===== config.mk =====
export PLATFORM = sky130hd
export DESIGN_NAME = prio_grant_decoder
export DESIGN_NICKNAME = d
export VERILOG_FILES = /design/src/rtl/prio_grant_decoder.sv
export SDC_FILE = /design/constraint.sdc
export NUM_CORES = 1
export LEC_CHECK = 0
export BUFFER_PORTS_ARGS = -buffer_cell sky130_fd_sc_hd__buf_2
export CORE_ASPECT_RATIO = 1.2
export CORE_MARGIN = 2
export CORE_UTILIZATION = 49
export CTS_BUF_LIST = sky130_fd_sc_hd__clkbuf_4
export DETAILED_ROUTE_END_ITERATION = 7
export MAX_ROUTING_LAYER = met4
export PLACE_DENSITY_LB_ADDON = 0.05
export SYNTH_ARGS = -nofsm -noshare
export SYNTH_HDL_FRONTEND = slang
export SYNTH_SLANG_ARGS = --single-unit

===== constraint.sdc =====
create_clock -name clk -period 1.95 [get_ports clk]
set_clock_uncertainty 0.2 [all_clocks]
set_input_delay 0.585 -clock clk [delete_from_list [all_inputs] [get_ports clk]]
set_output_delay 0.585 -clock clk [all_outputs]
set_load 0.01 [all_outputs]

===== src/rtl/prio_grant_decoder.sv =====
// prio_grant_decoder: expands an accepted 3-bit index into a held one-hot grant with a done pulse.
// Optional feature macro: PRIO_GRANT_SERVED_EN (served mask, clear and repeat-index reject).
// Ports:
//   clk, rst_n        clock, synchronous active-low reset
//   code_in/valid     index handshake input, code_ready high only in IDLE
//   release_in        early release of the current grant
//   grant_out         registered one-hot grant, grant_active = |grant_out
//   grant_done        one-cycle pulse when a grant ends
//   clear_served      clears served_mask (served build only)
//   served_mask       requesters granted since last clear (served build only)
//   grant_reject      one-cycle pulse when an already-served index is accepted (served build only)
module prio_grant_decoder #(
    parameter int unsigned HOLD_CYCLES = 4
) (
    input  logic       clk,
    input  logic       rst_n,
    input  logic [2:0] code_in,
    input  logic       code_valid,
    output logic       code_ready,
    input  logic       release_in,
    output logic [7:0] grant_out,
    output logic       grant_active,
    output logic       grant_done
`ifdef PRIO_GRANT_SERVED_EN
    ,
    input  logic       clear_served,
    output logic [7:0] served_mask,
    output logic       grant_reject
`endif
);
    typedef enum logic [1:0] {IDLE, GRANT, GAP} state_t;
    state_t     state_q, state_d;
    logic [7:0] cnt_q, cnt_d;
    logic [7:0] grant_q, grant_d;
    logic       done_q, done_d;
`ifdef PRIO_GRANT_SERVED_EN
    logic [7:0] mask_q, mask_d;
    logic       reject_q, reject_d;
`endif
    always_comb begin
        state_d = state_q;
        cnt_d   = cnt_q;
        grant_d = grant_q;
        done_d  = 1'b0;
`ifdef PRIO_GRANT_SERVED_EN
        reject_d = 1'b0;
        // clear applies before any bit set by a coincident acceptance
        mask_d   = clear_served ? 8'h00 : mask_q;
`endif
        case (state_q)
            IDLE: begin
                if (code_valid) begin
`ifdef PRIO_GRANT_SERVED_EN
                    if (mask_d[code_in]) begin
                        reject_d = 1'b1;
                        state_d  = GAP;
                    end else begin
                        mask_d[code_in] = 1'b1;
                        grant_d = 8'(1) << code_in;
                        cnt_d   = 8'(HOLD_CYCLES - 1);
                        state_d = GRANT;
                    end
`else
                    grant_d = 8'(1) << code_in;
                    cnt_d   = 8'(HOLD_CYCLES - 1);
                    state_d = GRANT;
`endif
                end
            end
            GRANT: begin
                // expiry and release together still end the grant once
                if (cnt_q == 8'd0 || release_in) begin
                    grant_d = 8'h00;
                    done_d  = 1'b1;
                    state_d = GAP;
                end else begin
                    cnt_d = cnt_q - 8'd1;
                end
            end
            GAP:     state_d = IDLE;
            default: state_d = IDLE;
        endcase
    end
    always_ff @(posedge clk) begin
        if (!rst_n) begin
            state_q  <= IDLE;
            cnt_q    <= 8'd0;
            grant_q  <= 8'h00;
            done_q   <= 1'b0;
`ifdef PRIO_GRANT_SERVED_EN
            mask_q   <= 8'h00;
            reject_q <= 1'b0;
`endif
        end else begin
            state_q  <= state_d;
            cnt_q    <= cnt_d;
            grant_q  <= grant_d;
            done_q   <= done_d;
`ifdef PRIO_GRANT_SERVED_EN
            mask_q   <= mask_d;
            reject_q <= reject_d;
`endif
        end
    end
    assign code_ready   = state_q == IDLE;
    assign grant_out    = grant_q;
    assign grant_active = |grant_q;
    assign grant_done   = done_q;
`ifdef PRIO_GRANT_SERVED_EN
    assign served_mask  = mask_q;
    assign grant_reject = reject_q;
`endif
endmodule


# == Word-level counts from Yosys, hierarchy flattened ==
# Cells that the tools add are included.
# totals
wordCells,29
register_bits,19
input_bits,7
out_inout_bits,11
# classes
eq_ne,4
n_mux,10
shifts,1
n_addsub,1
reduce_logical,9
# ops
op,n
$mux 8,4
$pmux 8 s2,2
$logic_not 8->1,1
$reduce_or 8->1,1
$shl 1x3->8 const A,1
$sub 8x1->8 const B,1
$ne 2x2->1 const B,3
$reduce_and 3->1,2
$mux 2,2
$pmux 2 s2,1
$reduce_and 2->1,2
$eq 2x1->1 const B,1
$logic_not 2->1,1
$reduce_bool 2->1,1
$logic_or 1x1->1,1
$mux 1,1

# == Longest topological paths before layout ==
# Gate-level depths: netlist (run 1).
# depth
word_depth,4
depth_mapped,6
ltp_nobuf,6

# == Worst setup path after synthesis (run 1) ==
# No wires, ideal clock.
# synth_timing
kind,input to register
from,input port release_in
to,register cnt_q[3]
setup_ns,0.071
path_stages,4
slack_ns,0.036
arrival_ns,1.643
t_required_ns,1.679
path_cell_list,or3_4 -> or3_1 -> or3_1 -> a21oi_1
# synth_via
elab_chain_len,3
# synth_rtl
element,line,source
"start, declared",20,"input logic release_in,"
$logic_or 1x1->1,72,if (cnt_q == 8'd0 || release_in) begin
$ne 2x2->1 (no line),n/a,
$reduce_and 3->1 (no line),n/a,
"end signal, assigned",96,cnt_q <= cnt_d;
"end, declared",33,"logic [7:0] cnt_q, cnt_d;"
# No other way between the ends.
# A chain may end at the register's enable or synchronous reset.

# == Worst setup path in the final report (run 1) ==
# layout_timing
from,"register grant_q[6], in the netlist grant_out[6]"
to,output port grant_active
# layout_via
elab_chain_len,1
# layout_rtl
element,line,source
"start, declared",34,"logic [7:0] grant_q, grant_d;"
"start signal, assigned",97,grant_q <= grant_d;
$reduce_or 8->1,107,assign grant_active = |grant_q;
"end, declared",22,"output logic grant_active,"
# No other way between the ends.

==> results of run 1 <==
-- path summary, 6_finish.rpt --
check	depth (start not counted)	slack, ns	startpoint	endpoint
min	2	0.33	cnt_q[4]$_SDFFE_PN0P_	cnt_q[4]$_SDFFE_PN0P_
min reg2reg	2	0.33	cnt_q[4]$_SDFFE_PN0P_	cnt_q[4]$_SDFFE_PN0P_
max	3	0.02	grant_out[6]$_SDFFE_PN0P_	grant_active
max reg2reg	5	0.07	cnt_q[0]$_SDFFE_PN0P_	cnt_q[3]$_SDFFE_PN0P_
-- synthesized netlist by cell type (all sizes together), types with 2 or more instances --
| cell type | instances |
|---|---|
| o21ai | 4 |
| or3 | 5 |
| dfxtp | 19 |
| nor2 | 12 |
| and3 | 2 |
| o31ai | 2 |
| ha | 2 |
| nor3b | 3 |
| a211oi | 3 |
| nor3 | 3 |
| nand2 | 3 |
| nor4 | 4 |
| a32o | 3 |
| inv | 3 |
| or4 | 2 |
| a22o | 5 |
| a21oi | 3 |
| or3b | 2 |
-- final cells by class --
cell class,count,area [µm²]
Sequential cell,19,385
Inverter,3,11.3
Multi-Input combinational cell,67,538
Fill cell,136,494
Timing Repair Buffer,27,160
Clock buffer,4,30.0
Tap cell,18,22.5
-- repair_timing --
action | 4_1_cts | 5_1_grt
hold endpoints to repair | 0 | 0
pin swaps | 1 | 1
setup buffers | 1 | 0
gates resized for setup | 5 | 8
endpoints found under the setup margin | 1 | 13
hold buffers | 0 | 0
cloned | 0 | 0
-- state kept, by name, summed over array words and instances, names as in the netlist --
register	count
grant_out	8
cnt_q	8
state_q	2
grant_done	1
-- worst min-delay path: stages, from the launching register on --
cell and delay, ns:
sky130_fd_sc_hd__dfxtp_1 0.36, sky130_fd_sc_hd__o31ai_1 0.08, sky130_fd_sc_hd__a21oi_1 0.06
-- metal layers --
layer | global-route usage, % | share of wire [%]
met4 | 9.90 | 1.4
met2 | 38.5 | 54
met3 | 3.30 | 3.4
met5 | - | 0
met1 | 21.2 | 41
-- cell families after synthesis --
family / after synthesis / synth area share (%)
AOI/OAI and AO/OA: 22 / 19.9
xor gates and xnor gates: 2 / 2.02
adders and majority gates: 2 / 2.89
buffers and inverters: 3 / 1.30
DFF: 19 / 43.9
muxes: 1 / 1.16
and+or+nand+nor: 40 / 28.8
-- power by group through the flow --
| stage | registers, mW | clock network, mW | logic [mW] |
|---|---|---|---|
| after global placement | 0.423 | 0 | 0.161 |
| final | 0.418 | 0.216 | 0.182 |
| after CTS | 0.416 | 0.223 | 0.168 |
| after detailed placement | 0.424 | 0 | 0.163 |
| after floorplan | 0.425 | 0 | 0.0954 |
| after global routing | 0.421 | 0.237 | 0.201 |
-- stage by stage --
stage / std cells / instance area (µm²) / hold slack [ns] / power [mW] / setup TNS, ns
after floorplan: 89 / 866 / 0.260 / 0.521 / 0
after global routing: 138 / 1150 / 0.366 / 0.858 / -0.0455
after detailed placement: 133 / 1040 / 0.290 / 0.586 / -0.199
after CTS: 138 / 1100 / 0.317 / 0.808 / 0
final: 138 / 1150 / 0.330 / 0.816 / 0
after global placement: 133 / 1040 / 0.269 / 0.584 / -0.175
==> flow_summary.html, run 1 <==
<table>
<tr><th>Metric</th><th>Value</th></tr>
<tr><th colspan="2">Setup path</th></tr>
<tr><td>Endpoint arrival time on the critical path</td><td>1.14 ns</td></tr>
<tr><td>Critical Path Start Type</td><td>register</td></tr>
<tr><td>Cell type of the slowest stage on the worst timing path</td><td>sky130_fd_sc_hd__dfxtp_2</td></tr>
<tr><td>Endpoint type of the worst setup path</td><td>output port</td></tr>
<tr><td>Critical-path maximum fanout</td><td>2</td></tr>
<tr><td>Worst Path Class, Setup</td><td>register to output port</td></tr>
<tr><td>Slowest stage delay, CP</td><td>0.35 ns</td></tr>
<tr><td>Crit path buf inv count</td><td>1</td></tr>
<tr><td>Family with the most delay on the worst path</td><td>flip-flops</td></tr>
<tr><td>Critical-path cell list</td><td>nor4_4 -&gt; nand2_1 -&gt; buf_2</td></tr>
<tr><td>Data required, critical path</td><td>1.16 ns</td></tr>
<tr><th colspan="2">Synth</th></tr>
<tr><td>Leading cell types by total area after synthesis</td><td>sky130_fd_sc_hd__dfxtp_1 44%, sky130_fd_sc_hd__a22o_1 5.1%, sky130_fd_sc_hd__nor2_1 4.3%</td></tr>
<tr><td>Post-synthesis async set-or-reset flop share</td><td>0%</td></tr>
<tr><td>Number of enable-type register cells in the synthesized netlist</td><td>0</td></tr>
<tr><td>Syn Std Cell Area</td><td>866 µm²</td></tr>
<tr><td>Register area share after synthesis</td><td>43.9%</td></tr>
<tr><td>Most frequently used flop master after synthesis</td><td>sky130_fd_sc_hd__dfxtp_1</td></tr>
<tr><td>Largest area contributor in the synthesized netlist</td><td>sky130_fd_sc_hd__dfxtp_1</td></tr>
<tr><td>Post-Synthesis Net Count</td><td>98</td></tr>
<tr><td>Library cells used by synthesis</td><td>35</td></tr>
<tr><td>FF+latch count, synth</td><td>19</td></tr>
<tr><td>Fraction of synthesized cell area taken by the top area cell type</td><td>43.9%</td></tr>
<tr><td>Avg Cell Area, Syn</td><td>9.73 µm²</td></tr>
<tr><td>Synthesized netlist cell count</td><td>89</td></tr>
<tr><td>Warnings from Yosys</td><td>0</td></tr>
<tr><th colspan="2">Floorplanning</th></tr>
<tr><td>Number of I/O pins</td><td>18</td></tr>
<tr><td>Area inside the core boundary</td><td>1640 µm²</td></tr>
<tr><td># rows</td><td>16</td></tr>
<tr><td>Die area</td><td>2120 µm²</td></tr>
<tr><td>Initial Utilization</td><td>52.7%</td></tr>
<tr><td>Y dimension of the die</td><td>50.1 µm</td></tr>
<tr><td>Die X-Extent</td><td>42.4 µm</td></tr>
<tr><th colspan="2">STA</th></tr>
<tr><td>Unrepaired setup endpoints after global routing</td><td>true</td></tr>
<tr><td>Final min period</td><td>1.93 ns</td></tr>
<tr><td>Achievable frequency</td><td>519 MHz</td></tr>
<tr><td>Normalized max-slew margin</td><td>71.4%</td></tr>
<tr><td>Final period util</td><td>98.8%</td></tr>
<tr><td>Number of endpoints failing setup at the final stage</td><td>0</td></tr>
<tr><td>Pin slew with the least headroom to its limit</td><td>0.427 ns</td></tr>
<tr><td>Worst Setup Slack, final</td><td>0.0226 ns</td></tr>
<tr><td>Max Slew Vio Count</td><td>0</td></tr>
<tr><td>Number of hold violations in the final report</td><td>0</td></tr>
<tr><th colspan="2">Finish</th></tr>
<tr><td>Most common cell after layout, fill and taps aside</td><td>sky130_fd_sc_hd__buf_2</td></tr>
<tr><td>Area delta synth-&gt;final</td><td>32.5%</td></tr>
<tr><td>Commonest cells after routing, fill and taps aside</td><td>17 x sky130_fd_sc_hd__buf_2, 15 x sky130_fd_sc_hd__dfxtp_1, 10 x sky130_fd_sc_hd__nor2_1, 10 x sky130_fd_sc_hd__buf_4, 5 x sky130_fd_sc_hd__a22o_1</td></tr>
<tr><td>Core utilization of the finished layout</td><td>69.9%</td></tr>
<tr><td>Diode insertion count for antenna repair</td><td>0</td></tr>
<tr><td>Nets@finish</td><td>130</td></tr>
<tr><td>Layout cell share with drive strength beyond 1</td><td>38.3%</td></tr>
<tr><th colspan="2">CTS</th></tr>
<tr><td>Clock latency reported for the late side of the worst-skew pair</td><td>0.30 ns</td></tr>
<tr><td>Clock-pin slew on the worst setup and hold paths</td><td>0.11 ns</td></tr>
<tr><td>Number of sinks on the clock net</td><td>19</td></tr>
<tr><td>Root buffer cell</td><td>sky130_fd_sc_hd__clkbuf_4</td></tr>
<tr><td>Max Root-Sink Buffers</td><td>2</td></tr>
<tr><td>Count of H-tree levels built during CTS</td><td>1</td></tr>
<tr><td>Number of buffers inserted during clock tree synthesis</td><td>3</td></tr>
<tr><td>TritonCTS clock tree</td><td>built</td></tr>
<tr><th colspan="2">Routing</th></tr>
<tr><td>Number of vias in the routed layout</td><td>795</td></tr>
<tr><td>Wire length per cell</td><td>13.7 µm</td></tr>
<tr><td>Via density per instance</td><td>5.76</td></tr>
<tr><td>Number of DRC markers in iteration 0</td><td>10</td></tr>
<tr><td>Remaining antenna violation count</td><td>0</td></tr>
<tr><td>First drt pass iteration count</td><td>4</td></tr>
<tr><td>Sum of routed wire length over all layers</td><td>1890 µm</td></tr>
<tr><td>DRC violation count after routing</td><td>0</td></tr>
<tr><th colspan="2">Global routing</th></tr>
<tr><td>Initial antenna violation count</td><td>0</td></tr>
<tr><td>GRT Total Usage</td><td>21.0%</td></tr>
<tr><td>Global-route wire length before repair</td><td>3270 µm</td></tr>
<tr><td>Number of global-route vias before repair</td><td>797</td></tr>
<tr><td>Pin count of the biggest net entering global routing</td><td>11</td></tr>
<tr><td>GRT overflow</td><td>0</td></tr>
<tr><th colspan="2">Power and ir drop</th></tr>
<tr><td>Part of the total power dissipated in the clock network</td><td>26.5%</td></tr>
<tr><td>Sequential group share of total power</td><td>51.2%</td></tr>
<tr><td>Switching part of the total power</td><td>28.1%</td></tr>
<tr><td>Total power per unit cell area</td><td>711 nW/µm²</td></tr>
<tr><td>P_int</td><td>0.587 mW</td></tr>
<tr><td>Portion of total power attributed to combinational logic</td><td>22.3%</td></tr>
<tr><td>VDD IR-drop max</td><td>0.421 mV</td></tr>
<tr><td>Lkg Pwr</td><td>0.488 nW</td></tr>
<tr><td>Net switching component of the power</td><td>0.229 mW</td></tr>
<tr><th colspan="2">Flow run</th></tr>
<tr><td>Maximum Capacitance Violations</td><td>0</td></tr>
<tr><th colspan="2">Run status</th></tr>
<tr><td>Result of the run</td><td>completed</td></tr>
<tr><th colspan="2">Placed design</th></tr>
<tr><td>Buffers on Ports</td><td>17</td></tr>
<tr><td>Pre-CTS setup slack</td><td>-0.130 ns</td></tr>
<tr><td>HPWL reported at the end of detailed placement</td><td>1420 µm</td></tr>
<tr><td>Final weighted congestion of routability-driven global placement</td><td>0.790</td></tr>
<tr><th colspan="2">Hold path</th></tr>
<tr><td>Path type of the worst min-delay path</td><td>register to register</td></tr>
</table>
Power figures use the tool's default switching activity.
==> inputs of run 2 (changes only) <==
PLACE_DENSITY = 0.83   (was default)
PLACE_DENSITY_LB_ADDON = default   (was 0.05)
==> run 2 against run 1 <==
Compared with the run above:
- sequential share of layout area down 0.11 points
- critical path type unchanged
- global-route usage grew 1.5 points
- sequential cell count is the same
- final cell count rose by 0.72%
- hold slack worse by 0.030 ns
- clock power is 2% lower
==> flow_summary.html, run 2 (synthesized netlist as in run 1, its figures left out) <==
<table>
<tr><th>Metric</th><th>Value</th></tr>
<tr><th colspan="2">CTS</th></tr>
<tr><td>Number of buffers inserted during clock tree synthesis</td><td>3</td></tr>
<tr><td>Number of buffers inserted to repair setup after CTS</td><td>0</td></tr>
<tr><td>Number of sinks on the clock net</td><td>19</td></tr>
<tr><td>Clock-pin slew on the worst setup and hold paths</td><td>0.10 ns</td></tr>
<tr><td>Max Root-Sink Buffers</td><td>2</td></tr>
<tr><td>Root buffer cell</td><td>sky130_fd_sc_hd__clkbuf_4</td></tr>
<tr><td>Count of H-tree levels built during CTS</td><td>1</td></tr>
<tr><td>Clock latency reported for the late side of the worst-skew pair</td><td>0.30 ns</td></tr>
<tr><td>Number of buffers inserted by hold repair at cts</td><td>0</td></tr>
<tr><td>TritonCTS clock tree</td><td>built</td></tr>
<tr><th colspan="2">STA</th></tr>
<tr><td>Final min period</td><td>1.92 ns</td></tr>
<tr><td>Achievable frequency</td><td>521 MHz</td></tr>
<tr><td>Max Slew Vio Count</td><td>0</td></tr>
<tr><td>Sum of negative setup slack</td><td>0 ns</td></tr>
<tr><td>Pin slew with the least headroom to its limit</td><td>0.426 ns</td></tr>
<tr><td>Number of hold violations in the final report</td><td>0</td></tr>
<tr><td>Final period util</td><td>98.4%</td></tr>
<tr><td>Normalized max-slew margin</td><td>71.5%</td></tr>
<tr><td>Unrepaired setup endpoints after global routing</td><td>true</td></tr>
<tr><td>Number of endpoints failing setup at the final stage</td><td>0</td></tr>
<tr><th colspan="2">Routing</th></tr>
<tr><td>First drt pass iteration count</td><td>3</td></tr>
<tr><td>Number of DRC markers in iteration 0</td><td>8</td></tr>
<tr><td>Remaining antenna violation count</td><td>0</td></tr>
<tr><td>Wire length per cell</td><td>14.1 µm</td></tr>
<tr><td>Number of vias in the routed layout</td><td>808</td></tr>
<tr><td>Via density per instance</td><td>5.81</td></tr>
<tr><td>DRC violation count after routing</td><td>0</td></tr>
<tr><td>Sum of routed wire length over all layers</td><td>1960 µm</td></tr>
<tr><th colspan="2">Floorplanning</th></tr>
<tr><td>Area inside the core boundary</td><td>1640 µm²</td></tr>
<tr><td># rows</td><td>16</td></tr>
<tr><td>Number of I/O pins</td><td>18</td></tr>
<tr><td>Die area</td><td>2120 µm²</td></tr>
<tr><td>Initial Utilization</td><td>52.7%</td></tr>
<tr><td>Die X-Extent</td><td>42.4 µm</td></tr>
<tr><td>Y dimension of the die</td><td>50.1 µm</td></tr>
<tr><th colspan="2">Flow run</th></tr>
<tr><td>Maximum Capacitance Violations</td><td>0</td></tr>
<tr><th colspan="2">Global routing</th></tr>
<tr><td>Initial antenna violation count</td><td>0</td></tr>
<tr><td>Global-route wire length before repair</td><td>3440 µm</td></tr>
<tr><td>Pin count of the biggest net entering global routing</td><td>11</td></tr>
<tr><td>GRT overflow</td><td>0</td></tr>
<tr><td>Number of global-route vias before repair</td><td>802</td></tr>
<tr><td>GRT Total Usage</td><td>22.4%</td></tr>
<tr><th colspan="2">Hold path</th></tr>
<tr><td>Path type of the worst min-delay path</td><td>register to register</td></tr>
<tr><td>Min-Delay Path Depth</td><td>2</td></tr>
<tr><th colspan="2">Setup path</th></tr>
<tr><td>Endpoint arrival time on the critical path</td><td>1.13 ns</td></tr>
<tr><td>Worst Path Class, Setup</td><td>register to output port</td></tr>
<tr><td>Family with the most delay on the worst path</td><td>flip-flops</td></tr>
<tr><td>Critical-path maximum fanout</td><td>3</td></tr>
<tr><td>Crit path buf inv count</td><td>1</td></tr>
<tr><td>R2r worst-path depth</td><td>4</td></tr>
<tr><td>Endpoint type of the worst setup path</td><td>output port</td></tr>
<tr><td>Critical-path cell list</td><td>nor4_4 -&gt; nand2_1 -&gt; buf_2</td></tr>
<tr><td>Cell type of the slowest stage on the worst timing path</td><td>sky130_fd_sc_hd__dfxtp_2</td></tr>
<tr><td>Critical Path Start Type</td><td>register</td></tr>
<tr><td>Data required, critical path</td><td>1.16 ns</td></tr>
<tr><td>Number of gates on the worst path with buffers counted</td><td>3</td></tr>
<tr><td>Slowest stage delay, CP</td><td>0.35 ns</td></tr>
<tr><th colspan="2">Placed design</th></tr>
<tr><td>Buffers on Ports</td><td>17</td></tr>
<tr><td>Final weighted congestion of routability-driven global placement</td><td>0.831</td></tr>
<tr><td>Cells after DPL</td><td>135</td></tr>
<tr><td>HPWL reported at the end of detailed placement</td><td>1500 µm</td></tr>
<tr><th colspan="2">Run status</th></tr>
<tr><td>Result of the run</td><td>completed</td></tr>
<tr><th colspan="2">Finish</th></tr>
<tr><td>Layout cell share with drive strength beyond 1</td><td>37.2%</td></tr>
<tr><td>Diode insertion count for antenna repair</td><td>0</td></tr>
<tr><td>Number of cells in the finished layout apart from fillers</td><td>139</td></tr>
<tr><td>Fill cell instance count of the final layout</td><td>138</td></tr>
<tr><td>Nets@finish</td><td>131</td></tr>
<tr><td>Area delta synth-&gt;final</td><td>32.1%</td></tr>
<tr><td>Commonest cells after routing, fill and taps aside</td><td>17 x sky130_fd_sc_hd__dfxtp_1, 17 x sky130_fd_sc_hd__buf_2, 11 x sky130_fd_sc_hd__buf_4, 10 x sky130_fd_sc_hd__nor2_1, 5 x sky130_fd_sc_hd__a22o_1</td></tr>
<tr><th colspan="2">Power and ir drop</th></tr>
<tr><td>Overall power after layout</td><td>0.815 mW</td></tr>
<tr><td>VDD IR-drop max</td><td>0.414 mV</td></tr>
<tr><td>Total power per unit cell area</td><td>713 nW/µm²</td></tr>
<tr><td>Lkg Pwr</td><td>0.484 nW</td></tr>
</table>
[run 2: cell types whose count changed in the layout (fill, tap and decap cells not counted), sizes merged]
cell	delta
buf	+1
[run 2: what timing repair did]
action | CTS | global route
gates resized for setup | 3 | 7
setup endpoints to repair | 1 | 13
pin swaps | 1 | 1
[run 2: path summary, 6_finish.rpt]
kind | startpoint | slack [ns] | end
max | grant_out[6]$_SDFFE_PN0P_ | 0.03 | grant_active
max reg2reg | cnt_q[4]$_SDFFE_PN0P_ | 0.07 | cnt_q[7]$_SDFFE_PN0P_
min reg2reg | cnt_q[4]$_SDFFE_PN0P_ | 0.30 | cnt_q[4]$_SDFFE_PN0P_
min | cnt_q[4]$_SDFFE_PN0P_ | 0.30 | cnt_q[4]$_SDFFE_PN0P_
[run 2: layer usage]
layer / GRT usage (%) / wire length, µm / vias to the layer above
met5: - / 0 / -
met4: 13.0 / 50 / 0
met3: 2.56 / 81 / 5
met2: 39.2 / 1020 / 19
met1: 24.0 / 806 / 382
li1: - / - / 402
[run 2: worst reg2reg max path: cells and delay by family (launching register included)]
kind | cells | cell delay [ns]
AND/OR/NAND/NOR | 3 | 0.95
flip-flops | 1 | 0.35
multiplexers | 1 | 0.28
[run 2: through the flow]
step	area (µm²)	setup WS, ns	hold slack [ns]	utilization, %
2_1_floorplan	866	0.0363	0.260	-
3_3_place_gp	1060	-0.0917	0.267	64.3
3_5_place_dp	1060	-0.123	0.279	64.3
4_1_cts	1100	0.0150	0.305	67.1
5_1_grt	1140	-0.0699	0.326	69.7
6_report	1140	0.0311	0.300	69.7
[run 2: area by class of cell]
cell class	count	area, µm²	share of cell area [%]
inverters	3	11.3	0.985
well taps	18	22.5	1.97
repair buffers	28	168	14.7
multi-input cells	67	529	46.3
clock buffers	4	30.0	2.63
flip-flops and latches	19	383	33.5
[run 2: power by group]
group	internal (mW)	switching, mW	leakage [nW]
Combinational	0.0897	0.0976	0.310
Sequential	0.403	0.0133	0.155
Clock	0.0937	0.118	0.0184
Total	0.587	0.228	0.484
==> inputs of run 3 (changes only) <==
==> constraint.sdc (replaced) <==
create_clock -name clk -period 1.95 [get_ports clk]
set_clock_uncertainty 0.2 [all_clocks]
set_input_delay 0.2925 -clock clk [delete_from_list [all_inputs] [get_ports clk]]
set_output_delay 0.2925 -clock clk [all_outputs]
set_load 0.01 [all_outputs]
==> run 3 against run 2 <==
Compared with the run above:
- clock power decreased by 4%
- count of clock-buffer cells in the layout unchanged
- critical path type is now register to register
- die area is the same
- largest power group unchanged
- sequential cell count is the same
- worst setup slack improved by 0.077 ns
- final cell count fell by 5.8%
==> flow_summary.html, run 3 (synthesized netlist as in run 1, its figures left out) <==
<table>
<tr><th>Metric</th><th>Value</th></tr>
<tr><th colspan="2">Power and ir drop</th></tr>
<tr><td>Sequential group share of total power</td><td>53.9%</td></tr>
<tr><td>Switching part of the total power</td><td>26.9%</td></tr>
<tr><td>Lkg Pwr</td><td>0.436 nW</td></tr>
<tr><td>Net switching component of the power</td><td>0.208 mW</td></tr>
<tr><td>Total power per unit cell area</td><td>736 nW/µm²</td></tr>
<tr><td>Overall power after layout</td><td>0.773 mW</td></tr>
<tr><td>Portion of total power attributed to combinational logic</td><td>19.8%</td></tr>
<tr><td>VDD IR-drop max</td><td>0.433 mV</td></tr>
<tr><td>P_int</td><td>0.565 mW</td></tr>
<tr><td>Part of the total power dissipated in the clock network</td><td>26.3%</td></tr>
<tr><th colspan="2">Finish</th></tr>
<tr><td>Total area of sequential cells</td><td>382 µm²</td></tr>
<tr><td>Nets@finish</td><td>123</td></tr>
<tr><td>Diode insertion count for antenna repair</td><td>0</td></tr>
<tr><td>Fill cell instance count of the final layout</td><td>150</td></tr>
<tr><td>Area delta synth-&gt;final</td><td>21.2%</td></tr>
<tr><td>Combined area of the multi-input logic cells</td><td>497 µm²</td></tr>
<tr><td>Commonest cells after routing, fill and taps aside</td><td>18 x sky130_fd_sc_hd__dfxtp_1, 17 x sky130_fd_sc_hd__buf_2, 10 x sky130_fd_sc_hd__nor2_1, 5 x sky130_fd_sc_hd__a22o_1</td></tr>
<tr><td>Most common cell after layout, fill and taps aside</td><td>sky130_fd_sc_hd__dfxtp_1</td></tr>
<tr><td>Layout cell share with drive strength beyond 1</td><td>31.0%</td></tr>
<tr><td>Final instance area</td><td>1050 µm²</td></tr>
<tr><th colspan="2">Setup path</th></tr>
<tr><td>Last element of the critical path</td><td>grant_out[6]$_SDFFE_PN0P_</td></tr>
<tr><td>Launch point of the worst reg-to-reg path</td><td>cnt_q[0]$_SDFFE_PN0P_</td></tr>
<tr><td>Crit path buf inv count</td><td>1</td></tr>
<tr><td>Critical-path cell list</td><td>inv_1 -&gt; ha_1 -&gt; or3b_4 -&gt; nor2_4 -&gt; o31ai_4 -&gt; a22o_1</td></tr>
<tr><td>Number of gates on the worst path with buffers counted</td><td>6</td></tr>
<tr><td>Endpoint type of the worst setup path</td><td>register</td></tr>
<tr><td>Worst setup path start</td><td>cnt_q[0]$_SDFFE_PN0P_</td></tr>
<tr><td>Endpoint arrival time on the critical path</td><td>1.83 ns</td></tr>
<tr><td>Endpoint of the worst register-to-register path</td><td>grant_out[6]$_SDFFE_PN0P_</td></tr>
<tr><td>R2r worst-path depth</td><td>6</td></tr>
<tr><td>Cell type of the slowest stage on the worst timing path</td><td>sky130_fd_sc_hd__or3b_4</td></tr>
<tr><td>Setup slack of the most critical reg-to-reg path</td><td>0.11 ns</td></tr>
<tr><td>Worst Path Class, Setup</td><td>register to register</td></tr>
<tr><td>Family with the most delay on the worst path</td><td>simple AND/OR/NAND/NOR gates</td></tr>
<tr><td>Critical Path Start Type</td><td>register</td></tr>
<tr><td>Slowest stage delay, CP</td><td>0.41 ns</td></tr>
<tr><td>Data required, critical path</td><td>1.94 ns</td></tr>
<tr><td>Critical-path maximum fanout</td><td>8</td></tr>
<tr><th colspan="2">Routing</th></tr>
<tr><td>Via density per instance</td><td>5.67</td></tr>
<tr><td>Number of vias in the routed layout</td><td>743</td></tr>
<tr><td>Wire length per cell</td><td>13.0 µm</td></tr>
<tr><td>Number of DRC markers in iteration 0</td><td>7</td></tr>
<tr><td>First drt pass iteration count</td><td>4</td></tr>
<tr><td>Sum of routed wire length over all layers</td><td>1700 µm</td></tr>
<tr><td>DRC violation count after routing</td><td>0</td></tr>
<tr><td>Remaining antenna violation count</td><td>0</td></tr>
<tr><th colspan="2">Placed design</th></tr>
<tr><td>Instance area after placement</td><td>996 µm²</td></tr>
<tr><td>Final weighted congestion of routability-driven global placement</td><td>0.785</td></tr>
<tr><td>Buffers on Ports</td><td>17</td></tr>
<tr><td>HPWL reported at the end of detailed placement</td><td>1310 µm</td></tr>
<tr><th colspan="2">CTS</th></tr>
<tr><td>TritonCTS clock tree</td><td>built</td></tr>
<tr><td>Max Root-Sink Buffers</td><td>2</td></tr>
<tr><td>Clock latency reported for the late side of the worst-skew pair</td><td>0.29 ns</td></tr>
<tr><td>Number of buffers inserted during clock tree synthesis</td><td>3</td></tr>
<tr><td>Number of sinks on the clock net</td><td>19</td></tr>
<tr><td>Clock-pin slew on the worst setup and hold paths</td><td>0.09 ns</td></tr>
<tr><td>Number of buffers inserted by hold repair at cts</td><td>0</td></tr>
<tr><td>Root buffer cell</td><td>sky130_fd_sc_hd__clkbuf_4</td></tr>
<tr><td>Count of H-tree levels built during CTS</td><td>1</td></tr>
<tr><th colspan="2">Global routing</th></tr>
<tr><td>GRT Total Usage</td><td>18.6%</td></tr>
<tr><td>Initial antenna violation count</td><td>0</td></tr>
<tr><td>Pin count of the biggest net entering global routing</td><td>11</td></tr>
<tr><td>Global-route wire length before repair</td><td>2860 µm</td></tr>
<tr><td>Number of global-route vias before repair</td><td>688</td></tr>
<tr><td>GRT overflow</td><td>0</td></tr>
<tr><th colspan="2">STA</th></tr>
<tr><td>Number of endpoints failing setup at the final stage</td><td>0</td></tr>
<tr><td>Final min period</td><td>1.84 ns</td></tr>
<tr><td>Final period util</td><td>94.4%</td></tr>
<tr><td>Achievable frequency</td><td>543 MHz</td></tr>
<tr><td>Number of hold violations in the final report</td><td>0</td></tr>
<tr><td>Max Slew Vio Count</td><td>0</td></tr>
<tr><td>Normalized max-slew margin</td><td>70.5%</td></tr>
<tr><td>Pin slew with the least headroom to its limit</td><td>0.439 ns</td></tr>
<tr><th colspan="2">Floorplanning</th></tr>
<tr><td># rows</td><td>16</td></tr>
<tr><td>Area inside the core boundary</td><td>1640 µm²</td></tr>
<tr><td>Die area</td><td>2120 µm²</td></tr>
<tr><td>Die X-Extent</td><td>42.4 µm</td></tr>
<tr><td>Y dimension of the die</td><td>50.1 µm</td></tr>
<tr><td>Initial Utilization</td><td>52.7%</td></tr>
<tr><td>Number of I/O pins</td><td>18</td></tr>
<tr><th colspan="2">Flow run</th></tr>
<tr><td>Maximum Capacitance Violations</td><td>0</td></tr>
<tr><th colspan="2">Hold path</th></tr>
<tr><td>Path type of the worst min-delay path</td><td>primary input to register</td></tr>
<tr><th colspan="2">Run status</th></tr>
<tr><td>Result of the run</td><td>completed</td></tr>
</table>
[run 3: changes by cell type in the layout (fill, tap and decap cells not counted)]
cell,change
sky130_fd_sc_hd__a211oi_1,-1
sky130_fd_sc_hd__a211oi_2,+1
sky130_fd_sc_hd__buf_4,-8
sky130_fd_sc_hd__dfxtp_1,+1
sky130_fd_sc_hd__dfxtp_2,-1
sky130_fd_sc_hd__nor4_1,+2
sky130_fd_sc_hd__nor4_4,-2
sky130_fd_sc_hd__o21ai_2,+1
sky130_fd_sc_hd__o21ai_4,-1
[run 3: what timing repair did]
action                     in CTS  in global routing
resized for setup               0                  5
setup endpoints to repair       0                 13
setup buffers                   0                  0
[run 3: final cells by class]
type                    instances  area share (%)
well taps                      18            2.15
clock buffers                   4            2.86
multi-input cells              67            47.3
flip-flops and latches         19            36.4
repair buffers                 20            10.3
inverters                       3            1.07
[run 3: power by group through the flow]
stage	clock, mW	combinational [mW]	sequential (mW)
final	0.203	0.153	0.417
after global routing	0.224	0.169	0.419
after CTS	0.212	0.143	0.416
after detailed placement	0	0.142	0.425
after global placement	0	0.138	0.424
after floorplan	0	0.0954	0.425
[run 3: worst min path at each step]
stage                                          from                        end  slack [ns]  depth (start not counted)
after floorplan                               rst_n    state_q[0]$_SDFFE_PN0P_        0.21                          1
after global placement        cnt_q[0]$_SDFFE_PN0P_      cnt_q[0]$_SDFFE_PN0P_        0.28                          1
after detailed placement  grant_out[1]$_SDFFE_PN0P_  grant_out[1]$_SDFFE_PN0P_        0.29                          1
after CTS                                     rst_n    state_q[0]$_SDFFE_PN0P_        0.07                          2
after global routing                          rst_n    state_q[0]$_SDFFE_PN0P_        0.09                          2
final                                         rst_n    state_q[0]$_SDFFE_PN0P_        0.08                          2
[run 3: layer usage]
metal	vias up	track usage [%]	share of wire, %
met1	333	20.6	43
met2	18	30.3	50
met5	-	-	0
met3	4	2.93	4.8
li1	388	-	-
met4	0	12.5	2.7
[run 3: metrics by stage]
stage / std cells / hold WS (ns) / setup slack [ns] / setup TNS [ns] / utilization, %
after floorplan: 89 / 0.210 / 0.123 / 0 / -
after global placement: 127 / 0.277 / 0.0711 / 0 / 60.7
after detailed placement: 127 / 0.288 / 0.0216 / 0 / 60.7
after CTS: 131 / 0.0694 / 0.000562 / 0 / 62.5
after global routing: 131 / 0.0868 / -0.00561 / -0.00561 / 63.9
final: 131 / 0.0799 / 0.108 / 0 / 63.9
[run 3: worst reg2reg max path, stage by stage, from the launching register on]
cell,delay [ns]
sky130_fd_sc_hd__dfxtp_2,0.35
sky130_fd_sc_hd__inv_1,0.07
sky130_fd_sc_hd__ha_1,0.18
sky130_fd_sc_hd__or3b_4,0.41
sky130_fd_sc_hd__nor2_4,0.17
sky130_fd_sc_hd__o31ai_4,0.12
sky130_fd_sc_hd__a22o_1,0.26
